File: config.mk
export PLATFORM = sky130hd
export DESIGN_NAME = lfsr_burst_ctrl
export DESIGN_NICKNAME = d
export VERILOG_FILES = /design/src/rtl/lfsr_burst_ctrl.sv
export SDC_FILE = /design/constraint.sdc
export NUM_CORES = 1
export LEC_CHECK = 0
export CORE_MARGIN = 10
export CORE_UTILIZATION = 52
export CTS_BUF_LIST = sky130_fd_sc_hd__clkbuf_4
export DETAILED_ROUTE_END_ITERATION = 10
export MAX_ROUTING_LAYER = met4
export PLACE_DENSITY_LB_ADDON = 0.12
export SETUP_SLACK_MARGIN = 0.2
export SLEW_MARGIN = 40
export SYNTH_ARGS = -nofsm -noshare
export SYNTH_HDL_FRONTEND = slang
export SYNTH_SLANG_ARGS = --single-unit
File: constraint.sdc
create_clock -name clk -period 3.2 [get_ports clk]
set_input_delay 0.64 -clock clk [delete_from_list [all_inputs] [get_ports clk]]
set_output_delay 0.64 -clock clk [all_outputs]
set_load 0.01 [all_outputs]
File: src/rtl/lfsr_burst_ctrl.sv
// lfsr_burst_ctrl: Fibonacci LFSR burst sequencer with valid/ready output and zero-state lockup detection.
// Optional: define LFSR_LOCKUP_RECOVER_EN to substitute 1 for a zero state and keep the burst running.
module lfsr_burst_ctrl #(
    parameter int WIDTH = 16,
    parameter int CNT_W = 16
) (
    input  logic             clk,
    input  logic             rst_n,
    input  logic             start,
    input  logic             abort,
    input  logic [WIDTH-1:0] cfg_seed,
    input  logic [WIDTH-1:0] cfg_taps,
    input  logic [CNT_W-1:0] cfg_len,
    output logic [WIDTH-1:0] out_data,
    output logic             out_valid,
    input  logic             out_ready,
    output logic             busy,
    output logic             done,
    output logic             err_lockup,
    output logic [CNT_W-1:0] words_sent
);

    typedef enum logic [1:0] {
        S_IDLE = 2'd0,
        S_RUN  = 2'd1,
        S_DONE = 2'd2
    } state_t;

    localparam logic [WIDTH-1:0] LFSR_ONE = {{(WIDTH-1){1'b0}}, 1'b1};
    localparam logic [CNT_W-1:0] CNT_ONE  = {{(CNT_W-1){1'b0}}, 1'b1};

    state_t           state_q, state_d;
    logic [WIDTH-1:0] lfsr_q, lfsr_d;
    logic [WIDTH-1:0] taps_q, taps_d;
    logic [CNT_W-1:0] len_q, len_d;
    logic [CNT_W-1:0] words_q, words_d;
    logic             err_q, err_d;

    logic             fb;
    logic [WIDTH-1:0] lfsr_nxt;
    logic [CNT_W-1:0] words_inc;
    logic             xfer;

    assign fb        = ^(lfsr_q & taps_q);
    assign lfsr_nxt  = {lfsr_q[WIDTH-2:0], fb};
    assign words_inc = words_q + CNT_ONE;
    assign xfer      = (state_q == S_RUN) && out_ready;

    always_ff @(posedge clk or negedge rst_n) begin
        if (!rst_n) begin
            state_q <= S_IDLE;
            lfsr_q  <= '0;
            taps_q  <= '0;
            len_q   <= '0;
            words_q <= '0;
            err_q   <= 1'b0;
        end else begin
            state_q <= state_d;
            lfsr_q  <= lfsr_d;
            taps_q  <= taps_d;
            len_q   <= len_d;
            words_q <= words_d;
            err_q   <= err_d;
        end
    end

    always_comb begin
        state_d = state_q;
        lfsr_d  = lfsr_q;
        taps_d  = taps_q;
        len_d   = len_q;
        words_d = words_q;
        err_d   = err_q;

        case (state_q)
            S_IDLE: begin
                if (start && !abort) begin
                    taps_d  = cfg_taps;
                    len_d   = cfg_len;
                    words_d = '0;
                    err_d   = 1'b0;
                    lfsr_d  = cfg_seed;
                    if (cfg_len == '0) begin
                        state_d = S_DONE;
                    end else if (cfg_seed == '0) begin
                        err_d = 1'b1;
`ifdef LFSR_LOCKUP_RECOVER_EN
                        lfsr_d  = LFSR_ONE;
                        state_d = S_RUN;
`else
                        state_d = S_DONE;
`endif
                    end else begin
                        state_d = S_RUN;
                    end
                end
            end

            S_RUN: begin
                // The final word ends the burst before any lockup check on the advance.
                if (xfer) begin
                    words_d = words_inc;
                    if (words_inc == len_q) begin
                        state_d = S_DONE;
                    end else if (lfsr_nxt == '0) begin
                        err_d = 1'b1;
`ifdef LFSR_LOCKUP_RECOVER_EN
                        lfsr_d = LFSR_ONE;
`else
                        state_d = S_DONE;
`endif
                    end else begin
                        lfsr_d = lfsr_nxt;
                    end
                end
                if (abort) begin
                    state_d = S_IDLE;
                end
            end

            S_DONE: begin
                state_d = S_IDLE;
            end

            default: begin
                state_d = S_IDLE;
            end
        endcase
    end

    assign out_data   = lfsr_q;
    assign out_valid  = (state_q == S_RUN);
    assign busy       = (state_q != S_IDLE);
    // An abort landing on the DONE cycle suppresses the pulse.
    assign done       = (state_q == S_DONE) && !abort;
    assign err_lockup = err_q;
    assign words_sent = words_q;

endmodule

==> metrics list, run 1 <==
- Run status: completed
- Initial DRT Pass Iterations: 5
- Post-route DRC: 0
- From synthesis to final layout, the design area changed by 30.2%.
- Of the total power, the share spent switching nets is 0.361.
* Max-cap violations: 0
* Power dissipated by switching net loads: between 0.001 and 0.0015 W
- Non-Filler Cell Area, Final: 0.00499 mm²
- Entering global routing, the biggest net connects 37 pins.
* Vias: between 3,000 and 4,000
- For the worst-skew pair, the clock arrives at the later sink with an insertion delay of 410 ps.
- Data arrives at the worst endpoint at a little over 3000 ps.
- Final hold violation count: 0
- Once placement finished, the instance area stood at 0.00483 mm².
* Buffer count from post-CTS setup fixing: 0
* Average cell area after synthesis: 11.0 µm²
- Sum of routed wire length over all layers: between 10,000 and 15,000 µm
* Share of the core filled with cells: 0.692
- Counting the buffers created by CTS gives 9.
* Via-to-Cell Ratio: 5.75
- Setup violations remaining at the end of the flow were counted as 0.
- At the placement stage, the worst setup path has a slack of between 200 and 300 ps.
* Worst setup SP type: flop
- For this design, the slowest cell found on the critical path is sky130_fd_sc_hd__dfrtp_2.
* CTS tree: yes
* Tightest Pin Transition: 703 ps
* Fraction of the yosys area taken by sequential cells: 0.437
- STA classifies the critical path endpoint as a flop.
* Crit share post-route: 0.873
- The share of total power dissipated in sequential elements is 0.392.
- Power share of the combinational group: 0.447
- TritonCTS sink count: 67
- Setup repair after global routing left no endpoint under its margin.
- Summing internal, switching and leakage power gives 0.00345 W.
- Share of synthesized registers carrying an async set or reset: 1.00
- The initial antenna violation count came to 0.
* Delay of the slowest cell on the worst path: 440 ps
- Placer's final routability congestion estimate: 0.878
- Across the VDD grid, the largest voltage drop is 0.425 mV.
* Total negative slack for setup checks: 0 ps
- Critical path, cell by cell: ha_2 -> and3_2 -> a31oi_1 -> o21ai_0 -> a21oi_1 -> o2111a_1 -> o21bai_4 -> a21oi_4 -> buf_6 -> mux2_2
* Fill cell count: 578
* Placeable core region: 0.00721 mm²
* Post-synthesis register bit count: 67
- Synthesis produced a netlist with a net count of 403.
- Summed over all cells, the static leakage comes to 1.99 nW.
- For this run, the top clock speed supported by timing is between 0.3 and 0.4 GHz.
- Once detail routing completed, the nets flagged for antenna violations numbered 0.
* Worst setup path class: flop to flop
* CTS H-Tree Depth: 3
- Die width: 106 µm
- 89 I/O pins were placed.
- In the global route stage, overall resource usage came out at 0.185.
* Final HPWL from detailed placement: 7510 µm
- Required time worst endpoint: about 3500 ps
- Gates resized during post-CTS repair numbered 1.
- The worst path needs 2790 ps of the cycle, external delays included.
- Summed over all layers, the global routing overflow is 0.
* P per Cell Area: about 690 mW/mm²
- Clock-pin transition on the worst setup and hold timing paths: 110 ps
- The count of pins over their slew limit came to 0.
- Number of DRC violations after detailed-routing iteration 0: 131
* Netlist area before placement: 0.00383 mm²
- The worst hold path belongs to the class input port to async pin.
* Worst-case reg-to-reg path depth: 10
- Final WS setup: 408 ps
- The netlist uses 52 different library cells.
- Ratio of cells with drive above 1 in the final layout: 0.232
* CTS Buffer Depth: 2
- In the synthesized netlist the dominant register cell turns out to be sky130_fd_sc_hd__dfrtp_1.
* Overall die area: approximately 0.011 mm²
* Clock Root Buffer: sky130_fd_sc_hd__clkbuf_4
- In the final design database the tool counted between 400 and 500 nets.
* IO buf count: 88
- Worst max-slew margin expressed relative to the limit: 0.530
- On the final layout, the worst clock skew is 10.0 ps.
* EDFF count, synth: 0
* Number of synthesis warnings: 0
- Antenna cell count: 0
* Standard-cell rows: 31
* Initial core utilization: 0.531
- Of the total power, the clock network draws 0.161.
- In the final routed layout, each cell accounts on average for ~18 µm.
* Number of buffers inserted for hold repair after clock tree synthesis: 0
- Wire length of the first global-routing pass: 16,500 µm
* Die Ht: roughly 110 µm
- Worst-path fanout max: 16
* Mapped Cells: about 350
* Number of global-route vias before repair: 3,297
- Cell-internal power: 0.00220 W
## sequential cells by signal, summed over array words and instances, names as in the netlist
register and count:
words_sent 16, err_lockup 1, taps_q 16, state_q 2, len_q 16, out_data 16
## per-layer routing
layer / share of wire / global-route usage
met5: 0 / -
met4: 0.016 / 0.0658
met3: 0.054 / 0.0378
met2: 0.49 / 0.302
met1: 0.44 / 0.223
## layout make-up
cell class | count | area, µm² | area share
Clock buffer | 11 | 82.6 | 0.0165
Clock inverter | 5 | 53.8 | 0.0108
Inverter | 2 | 7.51 | 0.00150
Multi-Input combinational cell | 264 | 2100 | 0.420
Sequential cell | 67 | 1680 | 0.336
Tap cell | 99 | 124 | 0.0248
Timing Repair Buffer | 95 | 947 | 0.190
## stage by stage
step,instances,hold WS [ps]
4_1_cts,543,296
3_3_place_gp,527,490
5_1_grt,543,166
3_5_place_dp,527,496
6_report,543,151
2_1_floorplan,349,344
## critical path: cells and delay by family, from the launching register on
| kind | cells | cell delay (ps) |
|---|---|---|
| AO/OA/AOI/OAI | 6 | 1050 |
| adder cells (fa/ha/maj) | 1 | 270 |
| buffers and inverters | 1 | 230 |
| flip-flops | 1 | 440 |
| multiplexers | 1 | 360 |
| AND/OR/NAND/NOR | 1 | 300 |
## synth_stat cells, drive strengths merged (2+ instances only)
| master | n | area [µm²] |
|---|---|---|
| o22ai | 2 | 12.5 |
| buf | 6 | 36.3 |
| and4 | 4 | 35.0 |
| clkbuf | 10 | 37.5 |
| nand2b | 5 | 31.3 |
| xnor2 | 21 | 184 |
| o221ai | 2 | 17.5 |
| a2111oi | 2 | 23.8 |
| nor4 | 15 | 115 |
| a22o | 2 | 17.5 |
| o21ai | 24 | 120 |
| xor2 | 9 | 78.8 |
| mux2 | 63 | 747 |
| a31o | 2 | 17.5 |
| o31ai | 5 | 37.5 |
| a21oi | 12 | 71.3 |
| nor3 | 2 | 10.0 |
| nand4 | 8 | 71.3 |
| nor3b | 2 | 15.0 |
| inv | 2 | 7.51 |
| and3 | 3 | 18.8 |
| nand3 | 7 | 40.0 |
| and2 | 5 | 31.3 |
| mux2i | 4 | 40.0 |
| dfrtp | 67 | 1680 |
| nor2 | 16 | 60.1 |
| nand2 | 30 | 113 |
| a31oi | 3 | 18.8 |
| o41ai | 2 | 17.5 |
## power by group through the flow
| stage | Clock [W] | Combinational [W] | Sequential, W |
|---|---|---|---|
| floorplan | 0 | 0.000956 | 0.00133 |
| global placement | 0 | 0.00151 | 0.00136 |
| detailed placement | 0 | 0.00154 | 0.00136 |
| CTS | 0.000574 | 0.00155 | 0.00135 |
| global route | 0.000609 | 0.00166 | 0.00139 |
| finish | 0.000556 | 0.00154 | 0.00135 |
## cells by family (layout without fill, tap and decap cells)
group                      Yosys count  count (layout)  share of synthesized area
xor gates and xnor gates            30              30                     0.0685
AOI/OAI and AO/OA                   63              63                      0.112
and+or+nand+nor                    103             103                      0.153
adders and majority gates            1               1                    0.00326
muxes                               67              67                      0.205
DFF                                 67              67                      0.437
buffers and inverters               18             113                     0.0212
## layout by cell type (no fill, tap or decap), types with 3 or more instances in the layout
cell,instances
sky130_fd_sc_hd__a21oi_1,11
sky130_fd_sc_hd__a31oi_1,3
sky130_fd_sc_hd__and2_1,5
sky130_fd_sc_hd__and4_1,4
sky130_fd_sc_hd__buf_4,6
sky130_fd_sc_hd__clkbuf_4,11
sky130_fd_sc_hd__clkdlybuf4s50_1,87
sky130_fd_sc_hd__dfrtp_1,65
sky130_fd_sc_hd__mux2_2,53
sky130_fd_sc_hd__mux2_4,10
sky130_fd_sc_hd__mux2i_1,4
sky130_fd_sc_hd__nand2_1,30
sky130_fd_sc_hd__nand2b_1,5
sky130_fd_sc_hd__nand3_1,6
sky130_fd_sc_hd__nand4_1,6
sky130_fd_sc_hd__nor2_1,15
sky130_fd_sc_hd__nor4_1,13
sky130_fd_sc_hd__o21ai_0,24
sky130_fd_sc_hd__o31ai_1,5
sky130_fd_sc_hd__xnor2_1,21
sky130_fd_sc_hd__xor2_1,9
## path summary, 6_finish.rpt
check                               from       endpoint  slack (ps)
max                        words_sent[1]   out_data[15]         410
min                                rst_n  words_sent[5]         150
max reg2reg                words_sent[1]   out_data[15]         410
min reg2reg                    taps_q[6]      taps_q[6]         520
max in group asynchronous          rst_n    out_data[6]        2510
min in group clk               taps_q[6]      taps_q[6]         520
Power figures use the tool's default switching activity.
==> run 2: changes to the inputs <==
--- a/config.mk
+++ b/config.mk
@@ -6,11 +6,12 @@
 export NUM_CORES = 1
 export LEC_CHECK = 0
 export CORE_MARGIN = 10
-export CORE_UTILIZATION = 52
+export CORE_UTILIZATION = 39
 export CTS_BUF_LIST = sky130_fd_sc_hd__clkbuf_4
 export DETAILED_ROUTE_END_ITERATION = 10
 export MAX_ROUTING_LAYER = met4
 export PLACE_DENSITY_LB_ADDON = 0.12
+export REMOVE_ABC_BUFFERS = 1
 export SETUP_SLACK_MARGIN = 0.2
 export SLEW_MARGIN = 40
 export SYNTH_ARGS = -nofsm -noshare
==> run 2 against run 1 <==
Net effect: setup slack got worse by 15 ps; global-route usage shrank 3.1 points; routed wire length up 5.4%; critical path depth down 1; largest power group unchanged; critical path type unchanged; non-clock buffer count increased by 3; cell count rose by 6.4%.
==> metrics list, run 2 (synthesized netlist as in run 1, its figures left out) <==
- Required time worst endpoint: 3510 ps (about the same)
* Power share of the combinational group: 0.458 (+0.011)
- Total negative slack for setup checks: 0 ps (unchanged)
* Worst-path fanout max: 12 (-4)
- Worst setup path class: flop to flop
- The maximum number of pins on one net before global-route repair came to 36 (-2.7%).
* Worst-case setup slack after placement: 81.2 ps (-177 ps)
- Switching power as a share of total power: 0.370 (+0.00930)
- Relative area change from synthesis to final layout: 30.5%
* Sequential group share of total power: 0.407 (+0.015)
- The library cell used most frequently in the layout, excluding fill and tap cells, is sky130_fd_sc_hd__clkdlybuf4s50_1.
- Worst setup SP type: flop
* Post-route antenna net violation count: 0 (unchanged)
* Clock network latency to the later pin of the worst-skew pair: 420 ps (about the same)
* Power share of the clock group: 0.136 (-0.025)
- Sum of routed wire length over all layers: 10,600 µm (+5.4%)
- STA classifies the critical path endpoint as a flop.
- The number of failing hold endpoints at the final stage was 0 (unchanged).
- The number of clock sinks seen by CTS came to 67 (unchanged).
- The global placer's final weighted congestion came to 0.861 (-2.0%).
- The setup-violating endpoint count in the final report came to 0 (unchanged).
* Wire length of the first global-routing pass: 17,200 µm (+4.5%)
- The switching power is 0.00123 W (-0.91%).
- Setup repair after global routing left no endpoint under its margin.
- Vias: 3,108 (-0.42%)
- The number of global-route vias before repair was 3,270 (-0.82%).
* Standard-cell rows: 36 (+16%)
- Die width: 119 µm (+13%)
* Final min period: 2810 ps (+14.6 ps)
* Max IR drop VDD: 0.395 mV (-7.0%)
- The data arrival time of the critical path came to 3110 ps (+20 ps).
* Worst Hold Class: input port to async pin
- The internal power contribution was 0.00210 W (-4.8%).
* Most frequent cells in the layout: sky130_fd_sc_hd__clkdlybuf4s50_1, sky130_fd_sc_hd__dfrtp_1, sky130_fd_sc_hd__mux2_2
* Final WS setup: 393 ps (-14.6 ps)
- Initial DRT Pass Iterations: 4 (-1)
- Initial core utilization: 0.396 (-0.136)
- Overall die area: 0.0142 mm² (+27%)
- Placeable core region: 0.00968 mm² (+34%)
* Max-cap violations: 0 (unchanged)
- The run finished with clean final reports.
* Worst clock skew on the final layout: 15.3 ps (+5.25 ps)
* Overall global routing resource usage: 0.154 (-0.0313)
- CTS tree: yes
- Ratio of cells with drive above 1 in the final layout: 0.231 (-0.000521)
* Die Ht: 119 µm (+13%)
- The total power draw came to 0.00333 W (-3.4%).
- The final design instance area without fill came to 0.00500 mm² (+0.25%).
* CTS Buffer Depth: 2 (unchanged)
- The sum of overflow across all layers after global routing is 0 (unchanged).
- The mean number of vias per cell is 5.38 (-6.4%).
* IO buf count: 88 (unchanged)
- Net count, final: 496 (+0.61%)
* P per Cell Area: 665 mW/mm² (-3.6%)
- Post-DR wirelength/cell: 18.3 µm (-0.95%)
- The leakage dissipation is 1.99 nW (about the same).
- The highest clock rate was 0.356 GHz (-0.52%).
- The HPWL after detailed placement was 7950 µm (+5.9%).
- The standard cell area after detailed placement is 0.00487 mm² (+0.78%).
* Ports placed on the boundary: 89 (unchanged)
- Number of antenna violations at the first check in global routing: 0 (unchanged)
- Post-route DRC: 0 (unchanged)
- The clock-pin slew of the registers on the worst-case setup and hold paths came to 110 ps (about the same).
- The violation count after the first detailed-routing iteration was 146 (+11%).
* Clock Root Buffer: sky130_fd_sc_hd__clkbuf_4
* Number of buffers created by CTS: 9 (unchanged)
- The final antenna diode count was 0 (unchanged).
- The relative slew slack is 0.547 (+0.0169).
- The final cell utilization of the core is 0.517 (-0.175).
- The total number of H-tree levels was 3 (unchanged).
- Max-slew violation count: 0 (unchanged)
- The transition time at the pin with the least slew margin came to 677 ps (-25.3 ps).
- The post-route fraction of the period consumed by the critical path is 0.877 (+0.00457).
[run 2: changes by cell type in the layout (fill, tap and decap cells not counted)]
cell	before	now
sky130_fd_sc_hd__clkinv_2	1	3
sky130_fd_sc_hd__buf_4	6	9
sky130_fd_sc_hd__clkinv_1	1	2
sky130_fd_sc_hd__clkinvlp_4	2	0
sky130_fd_sc_hd__bufinv_16	1	0
sky130_fd_sc_hd__clkbuf_4	11	9
sky130_fd_sc_hd__buf_6	1	0
sky130_fd_sc_hd__buf_2	0	1
[run 2: power groups by stage]
| stage | sequential, W | combinational [W] | clock (W) |
|---|---|---|---|
| 2_1_floorplan | 0.00134 | 0.000936 | 0 |
| 5_1_grt | 0.00139 | 0.00166 | 0.000495 |
| 3_3_place_gp | 0.00137 | 0.00152 | 0 |
| 4_1_cts | 0.00136 | 0.00154 | 0.000462 |
| 6_report | 0.00135 | 0.00152 | 0.000452 |
| 3_5_place_dp | 0.00137 | 0.00153 | 0 |
[run 2: metrics by stage]
stage,std cells,hold WS (ps)
2_1_floorplan,333,344
4_1_cts,578,170
3_5_place_dp,562,496
3_3_place_gp,562,493
5_1_grt,578,199
6_report,578,165
[run 2: timing repair]
action	in CTS	in global routing
pin swaps	1	0
resized for setup	0	6
endpoints found under the setup margin	16	18
hold buffers	0	0
hold endpoints to repair	0	0
setup buffers	2	0
[run 2: path summary, 6_finish.rpt]
check / startpoint / endpoint / slack (ps) / cells after the start
worst max-delay path: words_sent[3] / out_data[4] / 390 / 9
worst min-delay path: rst_n / words_sent[2] / 170 / 1
worst max register to register: words_sent[3] / out_data[4] / 390 / 9
worst min register to register: taps_q[12] / taps_q[12] / 520 / 1
max in group asynchronous: rst_n / out_data[13] / 2280 / 2
min in group clk: taps_q[12] / taps_q[12] / 520 / 1
[run 2: area by class of cell]
class | count | area (µm²)
Fill cell | 887 | 4680
Multi-Input combinational cell | 264 | 2100
Sequential cell | 67 | 1680
Clock inverter | 5 | 22.5
Timing Repair Buffer | 98 | 963
Tap cell | 133 | 166
Inverter | 2 | 7.51
Clock buffer | 9 | 67.6
[run 2: worst max-delay path: stages, from the launching register on]
cell and delay (ps):
sky130_fd_sc_hd__dfrtp_1 590, sky130_fd_sc_hd__nand4_2 260, sky130_fd_sc_hd__nor2_1 310, sky130_fd_sc_hd__nand4_1 150, sky130_fd_sc_hd__a2111oi_2 420, sky130_fd_sc_hd__o2111a_1 270
sky130_fd_sc_hd__o21bai_4 140, sky130_fd_sc_hd__a21oi_4 80, sky130_fd_sc_hd__buf_4 170, sky130_fd_sc_hd__mux2_4 290
[run 2: metal layers]
layer  vias to the layer above  global-route usage  share of wire
li1                       1469                   -              -
met1                      1524               0.197           0.46
met2                        97               0.230           0.47
met3                        18              0.0350          0.050
met4                         0              0.0634          0.021
met5                         -                   -              0
